`src/rtl/bram_data_arbiter.sv`:
```
// bram_data_arbiter: round-robin two-port sequencer framing each request as one BRAM access
// with a forced idle cycle after completion and a per-access timeout.
module bram_data_arbiter #(
    parameter int TIMEOUT_CYCLES = 15
) (
    input  logic        clk,
    input  logic        rst,
    input  logic        p0_req,
    input  logic        p0_we,
    input  logic [31:0] p0_addr,
    input  logic [31:0] p0_wdata,
    input  logic [3:0]  p0_byte_sel,
    output logic [31:0] p0_rdata,
    output logic        p0_done,
    output logic        p0_err,
    input  logic        p1_req,
    input  logic        p1_we,
    input  logic [31:0] p1_addr,
    input  logic [31:0] p1_wdata,
    input  logic [3:0]  p1_byte_sel,
    output logic [31:0] p1_rdata,
    output logic        p1_done,
    output logic        p1_err,
    output logic        mem_ce,
    output logic        mem_we,
    output logic [31:0] mem_addr,
    output logic [31:0] mem_wdata,
    output logic [3:0]  mem_byte_sel,
    input  logic [31:0] mem_rdata,
    input  logic        mem_ready
);
    typedef enum logic [1:0] {IDLE, ACCESS, RELEASE} state_t;

    localparam logic [7:0] TMO_LAST = 8'(TIMEOUT_CYCLES - 1);

    state_t     r_state, w_next;
    logic [1:0] r_req;
    logic       r_last;
    logic       r_owner;
    logic [7:0] r_cnt;
    logic       w_sel, w_ready, w_tmo;

    always_comb begin
        w_sel   = (&r_req) ? ~r_last : r_req[1];
        w_ready = (r_state == ACCESS) && mem_ready;
        w_tmo   = (r_state == ACCESS) && !mem_ready && (r_cnt == TMO_LAST);
        w_next  = r_state;
        case (r_state)
            IDLE:    w_next = (|r_req) ? ACCESS : IDLE;
            ACCESS:  w_next = (w_ready || w_tmo) ? RELEASE : ACCESS;
            default: w_next = IDLE;
        endcase
    end

    // Requests are registered, so the grant lands one edge after sampling.
    // The mem_* registers double as the latched access fields while in ACCESS.
    always_ff @(posedge clk or posedge rst) begin
        if (rst) begin
            r_state      <= IDLE;
            r_req        <= 2'b00;
            r_last       <= 1'b1;
            r_owner      <= 1'b0;
            r_cnt        <= 8'd0;
            mem_ce       <= 1'b0;
            mem_we       <= 1'b0;
            mem_addr     <= 32'd0;
            mem_wdata    <= 32'd0;
            mem_byte_sel <= 4'd0;
            p0_rdata     <= 32'd0;
            p1_rdata     <= 32'd0;
            p0_done      <= 1'b0;
            p1_done      <= 1'b0;
            p0_err       <= 1'b0;
            p1_err       <= 1'b0;
        end else begin
            r_state <= w_next;
            r_req   <= {p1_req, p0_req};
            r_cnt   <= (r_state == ACCESS) ? r_cnt + 8'd1 : 8'd0;
            if (r_state == IDLE && |r_req) begin
                r_owner      <= w_sel;
                r_last       <= w_sel;
                mem_ce       <= 1'b1;
                mem_we       <= w_sel ? p1_we : p0_we;
                mem_addr     <= w_sel ? p1_addr : p0_addr;
                mem_wdata    <= w_sel ? p1_wdata : p0_wdata;
                mem_byte_sel <= w_sel ? p1_byte_sel : p0_byte_sel;
            end else if (w_next != ACCESS) begin
                mem_ce       <= 1'b0;
                mem_we       <= 1'b0;
                mem_addr     <= 32'd0;
                mem_wdata    <= 32'd0;
                mem_byte_sel <= 4'd0;
            end
            p0_done <= w_ready && !r_owner;
            p1_done <= w_ready && r_owner;
            p0_err  <= w_tmo && !r_owner;
            p1_err  <= w_tmo && r_owner;
            if (w_ready && !mem_we && !r_owner)
                p0_rdata <= mem_rdata;
            if (w_ready && !mem_we && r_owner)
                p1_rdata <= mem_rdata;
        end
    end
endmodule

```
`config.mk`:
```
export PLATFORM = sky130hd
export DESIGN_NAME = bram_data_arbiter
export DESIGN_NICKNAME = d
export VERILOG_FILES = /design/src/rtl/bram_data_arbiter.sv
export SDC_FILE = /design/constraint.sdc
export NUM_CORES = 1
export LEC_CHECK = 0
export CAP_MARGIN = 0
export CORE_MARGIN = 1
export CORE_UTILIZATION = 37
export DETAILED_ROUTE_END_ITERATION = 7
export GPL_TIMING_DRIVEN = 0
export PLACE_DENSITY_LB_ADDON = 0.25
export SYNTH_ARGS = -nofsm -noshare
export SYNTH_HDL_FRONTEND = slang
export SYNTH_SLANG_ARGS = --single-unit
```
`constraint.sdc`:
```
create_clock -name clk -period 5.25 [get_ports clk]
set_input_delay 1.05 -clock clk [delete_from_list [all_inputs] [get_ports clk]]
set_output_delay 1.05 -clock clk [all_outputs]
set_load 0.05 [all_outputs]
```
==> impl_metrics.json, run 1 <==
{
  "setup_violations": 0,
  "path_max_fanout": 4,
  "grt_pass1_vias": 5281,
  "gp_congestion": 0.815,
  "grt_setup_unrepaired": "no",
  "fp.dieW_um": 134,
  "routed-via-count": 4922,
  "rr_startpoint": "r_req[0]",
  "htreeDepth": 4,
  "die_h_um": 134,
  "grt_pass1_wl_um": 29100,
  "path_delay_family": "buffers and inverters",
  "cp_slowest_cell": "clkdlybuf4s50_1",
  "hpwl_um": 14700,
  "start_kind": "flop",
  "synth_area_um2": 6410,
  "max_stage_delay_ps": 890,
  "drt_iter0_markers": 173,
  "stdcell_area_um2": 10500,
  "dp.cells": 966,
  "maxSlewViolCount": 0,
  "cts-root-buf": "clkbuf_16",
  "fin_cells": 997,
  "syn_area_per_cell_um2": 14.8,
  "ant_nets": 0,
  "area_growth_pct": 63.0,
  "viasPerCell": 4.94,
  "synth-main-ff-cell": "dfrtp_1",
  "cts_setup_buffers": 0,
  "grt_usage_pct": 21.7,
  "final_core_util_pct": 62.4,
  "slew_headroom_pct": 52.2,
  "reg2reg_to": "mem_addr[10]",
  "regToRegSetupSlack_ps": 3310,
  "postSynthCellCount": 433,
  "place_area_um2": 9840,
  "antenna_found_initial": 0,
  "num_antenna_cells": 0,
  "firstDrtPassIters": 4,
  "min_path_type": "flop to flop",
  "powerDensity_nw_per_um2": 659,
  "synth_edf_count": 0,
  "num_rows": 47,
  "finalClockSkew_ps": 10.5,
  "cts_buffer_depth": 2,
  "ir_drop_v": 0.000336,
  "synth_cell_types": 36,
  "initial_core_util_pct": 38.3,
  "clkTransAtPathRegs_ps": 60,
  "drc_errors": 0,
  "cts_tree": "built",
  "wl_um": 19000,
  "r2r.worst_path.cells": 5,
  "period_share_pct": 54.0,
  "critPathCaptureType": "primary output",
  "min_delay_path_depth": 1,
  "ys_async_sr_fraction_pct": 100,
  "worst_pin_slew_ps": 718,
  "grt_max_degree": 81,
  "crit_required_ps": 4200,
  "hold_ws_ps": 480,
  "outcome": "finished, final reports clean",
  "drive_above_1_share_pct": 16.1,
  "layout_min_cycle_time_ps": 2840,
  "ys_ff_latch": 152,
  "power.total_mw": 6.89,
  "io_pins": 313,
  "maxCapViolations": 0,
  "wl_per_cell_um": 19.1,
  "grt_overflow_total": 0,
  "worst_slack_ps": 2410,
  "clock.fmax_mhz": 353,
  "coreArea_um2": 16800,
  "synth_nets": 610,
  "cts_sinks": 152,
  "clock_latency_ps": 410,
  "finalSetupTns_ps": 0,
  "cp_cell_sequence": "clkdlybuf4s50_1",
  "postCtsResizedCells": 0,
  "synth_warnings": 0,
  "finish.net_count": 942,
  "numCtsBuffers": 17,
  "arrival_ps": 1790,
  "leakage_nw": 4.35,
  "cts-hold-fix-buffers": 0,
  "hold_violations": 0,
  "io_buffers": 312,
  "path_class": "flop to primary output",
  "pre_cts_ws_ps": 2340,
  "die_area_um2": 17900,
  "ys_seq_area_share_pct": 59.3,
  "hold_path.startpoint": "r_cnt[0]",
  "crit_buf_inv": 1,
  "min_to": "r_cnt[0]"
}
[report_power, final]
group          internal [mW]  switching, mW
clock network          0.788          0.468
logic                   1.34           2.37
registers               1.65          0.276
total                   3.78           3.12
[synth_stat cells (3+ instances only)]
cell type    n  share of area (%)
nand3_1      3               0.23
mux2i_1     69                 11
nor2_1       8               0.47
buf_2        7               0.55
o2bb2ai_2    4               0.94
clkbuf_1     9               0.53
dfrtp_1    151                 59
inv_1        4               0.23
a21oi_1      5               0.39
nand2_1      4               0.23
mux2_2      64                 11
o2bb2ai_1   65                8.9
buf_6       10                1.8
buf_4        3               0.35
[layout make-up]
type / instances / area (um2)
sequential: 152 / 3800
timing repair buffer: 313 / 3150
tap: 220 / 275
inverter: 4 / 20.0
clock inverter: 9 / 138
clock buffer: 22 / 474
fill: 1346 / 6300
buffer: 29 / 204
multi-input combinational: 248 / 2390
[sequential cells by signal, indices dropped and copies added (netlist names), 2 cells and up]
register,count
mem_addr,32
mem_wdata,32
p0_rdata,32
p1_rdata,32
r_cnt,8
mem_byte_sel,4
r_req,2
r_state,2
[layer usage]
layer	vias to the layer above	part of all wire (%)	track usage (%)
met1	2454	39	24.6
met3	36	4.4	4.53
li1	2277	-	-
met5	-	0	0
met2	155	53	38.9
met4	0	3.3	10.1
[logic make-up (layout without fill, tap and decap cells)]
| group | after synthesis | count (layout) | share of synthesized area (%) |
|---|---|---|---|
| mux | 133 | 133 | 22.0 |
| simple gates | 27 | 27 | 2.97 |
| flops | 152 | 152 | 59.3 |
| buf+inv | 33 | 377 | 3.41 |
| fa+ha+maj | 2 | 2 | 0.390 |
| compound gates | 83 | 83 | 11.5 |
| xor+xnor | 3 | 3 | 0.410 |
[layout by cell type (no fill, tap or decap), types with 7 or more instances in the layout]
master / Yosys / routed
mux2i_1: 69 / 69
buf_6: 10 / 10
o2bb2ai_1: 65 / 65
nor2_1: 8 / 8
buf_2: 7 / 7
clkdlybuf4s50_1: 0 / 312
clkbuf_1: 9 / 11
clkbuf_16: 0 / 17
dfrtp_1: 151 / 151
mux2_2: 64 / 64
[worst max-delay path by stage]
stage	cells past startpoint	end	from	slack, ps
after floorplan	1	mem_addr[0]	rst	110
after global placement	2	mem_addr[15]	rst	-1690
after detailed placement	5	p1_rdata[1]	mem_ready	2340
after CTS	1	mem_we	mem_we	2370
after global routing	1	mem_we	mem_we	2340
final	1	mem_we	mem_we	2410
Note: power is estimated with default switching activity, not from simulation.
==> run 2: changes to the inputs <==
--- a/config.mk
+++ b/config.mk
@@ -7,7 +7,7 @@
 export LEC_CHECK = 0
 export CAP_MARGIN = 0
 export CORE_MARGIN = 1
-export CORE_UTILIZATION = 37
+export CORE_UTILIZATION = 41
 export DETAILED_ROUTE_END_ITERATION = 7
 export GPL_TIMING_DRIVEN = 0
 export PLACE_DENSITY_LB_ADDON = 0.25
==> constraint.sdc (replaced) <==
create_clock -name clk -period 2.9 [get_ports clk]
set_input_delay 0.58 -clock clk [delete_from_list [all_inputs] [get_ports clk]]
set_output_delay 0.58 -clock clk [all_outputs]
set_load 0.05 [all_outputs]
==> impl_metrics.json, run 2 (synthesized netlist as in run 1, its figures left out) <==
{
  "drc_errors": 0,
  "maxCapViolations": 0,
  "place_area_um2": 9860,
  "mostFrequentLayoutCells": "clkdlybuf4s50_1 (312), dfrtp_1 (151), mux2i_1 (69)",
  "cp-startpoint": "mem_we",
  "num_antenna_cells": 0,
  "leakage_nw": 4.40,
  "cp_cell_sequence": "clkdlybuf4s50_1",
  "grt_usage_pct": 24.1,
  "routed-via-count": 5000,
  "routed-wl-met2_um": 10200,
  "rr_startpoint": "r_req[0]",
  "drt_iter0_markers": 212,
  "cts-hold-fix-buffers": 0,
  "numCtsBuffers": 17,
  "dr_wl_met3_um": 903,
  "cts_buffer_depth": 2,
  "path_max_fanout": 4,
  "top_layer": "met4",
  "grt_max_degree": 42,
  "clock_latency_ps": 420,
  "drive_above_1_share_pct": 16.5,
  "hold_violations": 0,
  "htreeDepth": 4,
  "io_buffers": 312,
  "crit_buf_inv": 1,
  "arrival_ps": 1790,
  "finalClockSkew_ps": 7.47,
  "cts_setup_buffers": 0,
  "io_pins": 313,
  "fp.dieW_um": 127,
  "antenna_found_initial": 0,
  "crit_cells": 1,
  "postCtsResizedCells": 0,
  "stdcell_area_um2": 10600,
  "grt_pass1_vias": 5431,
  "initial_core_util_pct": 42.0,
  "power.total_mw": 12.9,
  "max_stage_delay_ps": 880,
  "hpwl_um": 14600,
  "grt_overflow_total": 0,
  "path_delay_family": "buffers and inverters",
  "wl_per_cell_um": 19.2,
  "period_share_pct": 81.8,
  "layout_min_cycle_time_ps": 2370,
  "min_path_type": "flop to flop",
  "ant_nets": 0,
  "ir_drop_v": 0.000684,
  "num_rows": 45,
  "die_h_um": 127,
  "cp_slowest_cell": "clkdlybuf4s50_1",
  "die_area_um2": 16100,
  "cts_sinks": 152,
  "path_class": "flop to primary output",
  "regToRegSetupSlack_ps": 960,
  "gp_congestion": 0.782,
  "cts-root-buf": "clkbuf_16",
  "final_common_cell": "clkdlybuf4s50_1",
  "nFillCells": 1120,
  "finish.net_count": 944,
  "outcome": "finished, final reports clean",
  "firstDrtPassIters": 4,
  "r2r.worst_path.cells": 3,
  "cp-endpoint": "mem_we",
  "viasPerCell": 5.05,
  "clock.fmax_mhz": 422,
  "area_growth_pct": 64.7,
  "wl_um": 19100,
  "coreArea_um2": 15300,
  "reg2reg_to": "mem_wdata[0]",
  "grt_setup_unrepaired": "no",
  "drt-met1-wl_um": 7440,
  "maxSlewViolCount": 0,
  "start_kind": "flop",
  "grt_pass1_wl_um": 29300,
  "clkTransAtPathRegs_ps": 60,
  "slew_headroom_pct": 39.6,
  "worst_pin_slew_ps": 904,
  "crit_required_ps": 2320,
  "critPathCaptureType": "primary output",
  "setup_violations": 0,
  "powerDensity_nw_per_um2": 1220,
  "cts_tree": "built"
}
==> run 2: changes by cell type in the layout (fill, tap and decap cells not counted), sizes merged <==
cell | previous run | this run
bufinv | 3 | 7
buf | 21 | 23
inv | 7 | 4
clkinvlp | 1 | 3
clkbuf | 31 | 29
==> run 2: worst min-delay path by stage <==
stage                        from            end  depth (start not counted)
finish               mem_addr[31]   mem_addr[31]                          1
global route         mem_addr[17]   mem_addr[17]                          1
CTS                        mem_ce         mem_ce                          1
detailed placement  mem_wdata[11]  mem_wdata[11]                          1
global placement         r_req[0]         r_last                          1
floorplan                r_req[0]         r_last                          1
==> run 2: where the power goes <==
part | total, mW | internal (mW) | switching (mW)
sequential | 3.50 | 2.99 | 0.510
clock | 2.61 | 1.75 | 0.867
combinational | 6.74 | 2.42 | 4.31
==> run 2: final cells by class <==
cell class	count	area [um2]	share of cell area (%)
clock inverters	12	244	2.31
flip-flops and latches	152	3800	36.0
plain buffers	29	204	1.93
multi-input cells	248	2390	22.6
clock buffers	20	457	4.32
inverters	4	18.8	0.178
repair buffers	315	3180	30.1
well taps	211	264	2.50
==> run 2: per-stage QoR <==
| step | setup TNS (ps) | hold WS [ps] | cells | util [%] | setup slack (ps) |
|---|---|---|---|---|---|
| after global routing | 0 | 499 | 991 | 69.2 | 493 |
| final | 0 | 488 | 991 | 69.2 | 528 |
| after CTS | 0 | 484 | 991 | 69.2 | 506 |
| after floorplan | 0 | 435 | 433 | - | 404 |
| after global placement | -114210 | 448 | 956 | 64.2 | -764 |
| after detailed placement | 0 | 473 | 959 | 64.6 | 438 |
==> run 2: routing by layer <==
metal | vias to the layer above | GRT usage, %
met4 | 0 | 10.4
met2 | 167 | 43.1
met5 | - | 0
li1 | 2288 | -
met3 | 36 | 5.78
met1 | 2509 | 27.4
==> run 3: changes to the inputs <==
==> constraint.sdc (replaced) <==
create_clock -name clk -period 2.2 [get_ports clk]
set_input_delay 0.44 -clock clk [delete_from_list [all_inputs] [get_ports clk]]
set_output_delay 0.44 -clock clk [all_outputs]
set_load 0.05 [all_outputs]
==> impl_metrics.json, run 3 (synthesized netlist as in run 1, its figures left out) <==
{
  "finish.net_count": 944,
  "hold_path.startpoint": "p0_req",
  "path_max_fanout": 2,
  "firstDrtPassIters": 4,
  "regToRegSetupSlack_ps": 260,
  "routed-via-count": 5001,
  "io_buffers": 312,
  "slew_headroom_pct": 39.6,
  "cts_buffer_depth": 2,
  "cts-root-buf": "clkbuf_16",
  "dp.cells": 959,
  "area_growth_pct": 64.7,
  "cp_slowest_cell": "clkdlybuf4s50_1",
  "path_class": "flop to primary output",
  "clock.fmax_mhz": 478,
  "r2r.worst_path.cells": 3,
  "hold_violations": 0,
  "crit_buf_inv": 1,
  "finalClockSkew_ps": 7.47,
  "outcome": "finished, final reports clean",
  "max_stage_delay_ps": 870,
  "reg2reg_to": "mem_wdata[0]",
  "die_area_um2": 16100,
  "postCtsResizedCells": 1,
  "pre_cts_ws_ps": -122,
  "ir_drop_v": 0.000902,
  "wl_um": 19100,
  "cp_cell_sequence": "clkdlybuf4s50_1",
  "setup_violations": 0,
  "drt_iter0_markers": 212,
  "worst_pin_slew_ps": 904,
  "path_delay_family": "buffers and inverters",
  "maxSlewViolCount": 0,
  "min_to": "r_req[0]",
  "grt_setup_unrepaired": "no",
  "grt_max_degree": 42,
  "fin_cells": 991,
  "finalSetupTns_ps": 0,
  "critPathCaptureType": "primary output",
  "leakage_nw": 4.40,
  "gp_congestion": 0.782,
  "fp.dieW_um": 127,
  "clock_latency_ps": 420,
  "final_common_cell": "clkdlybuf4s50_1",
  "hpwl_um": 14600,
  "io_pins": 313,
  "min_path_type": "primary input to flop",
  "crit_required_ps": 1760,
  "arrival_ps": 1650,
  "coreArea_um2": 15300,
  "start_kind": "flop",
  "rr_startpoint": "r_req[0]",
  "layout_min_cycle_time_ps": 2090,
  "cts_sinks": 152,
  "ant_nets": 0,
  "hold_ws_ps": 456,
  "powerDensity_nw_per_um2": 1600,
  "cts-hold-fix-buffers": 0,
  "drive_above_1_share_pct": 16.5,
  "htreeDepth": 4,
  "viasPerCell": 5.05,
  "num_rows": 45,
  "drc_errors": 0,
  "grt_usage_pct": 24.1,
  "numCtsBuffers": 17,
  "initial_core_util_pct": 42.0,
  "cts_setup_buffers": 0,
  "die_h_um": 127,
  "period_share_pct": 95.2,
  "grt_pass1_wl_um": 29300,
  "worst_slack_ps": 106,
  "clkTransAtPathRegs_ps": 60,
  "num_antenna_cells": 0,
  "nFillCells": 1118,
  "maxCapViolations": 0,
  "final_core_util_pct": 69.2,
  "crit_cells": 1,
  "mostFrequentLayoutCells": "clkdlybuf4s50_1 (311), dfrtp_1 (151), mux2i_1 (69)",
  "antenna_found_initial": 0,
  "cts_tree": "built",
  "grt_overflow_total": 0,
  "min_delay_path_depth": 1,
  "grt_pass1_vias": 5431,
  "wl_per_cell_um": 19.2
}
[run 3: cell count changes in the layout (fill, tap and decap cells not counted), sizes merged]
cell and delta:
clkdlybuf4s50 -1, dlygate4sd2 +1
[run 3: worst max-delay path by stage]
stage / endpoint / startpoint / slack [ps]
floorplan: mem_addr[0] / rst / -160
global placement: mem_wdata[17] / rst / -1320
detailed placement: p1_rdata[22] / mem_ready / -120
CTS: mem_addr[23] / mem_addr[23] / 70
global route: mem_addr[23] / mem_addr[23] / 60
finish: mem_addr[23] / mem_addr[23] / 110
[run 3: power by group]
part | total, mW | internal [mW] | switching [mW]
Combinational | 8.87 | 3.19 | 5.68
Clock | 3.45 | 2.30 | 1.14
Sequential | 4.62 | 3.95 | 0.671
[run 3: layout make-up]
type	instances	area [um2]	share of cell area [%]
inverters	4	18.8	0.178
clock buffers	20	457	4.32
repair buffers	315	3180	30.1
flip-flops and latches	152	3800	36.0
plain buffers	29	204	1.93
multi-input cells	248	2390	22.6
well taps	211	264	2.50
clock inverters	12	244	2.31
[run 3: per-stage QoR]
stage / total power, mW / instance area, um2
4_1_cts: 17.1 / 10600
6_report: 16.9 / 10600
3_3_place_gp: 13.3 / 9800
3_5_place_dp: 13.6 / 9860
5_1_grt: 17.6 / 10600
2_1_floorplan: 10.3 / 6420
[run 3: layer usage]
| layer | wire [um] | share of wire (%) | track usage [%] |
|---|---|---|---|
| met1 | 7440 | 39 | 27.4 |
| met2 | 10200 | 54 | 43.1 |
| met3 | 903 | 4.7 | 5.78 |
| met4 | 518 | 2.7 | 10.4 |
| met5 | 0 | 0 | 0 |
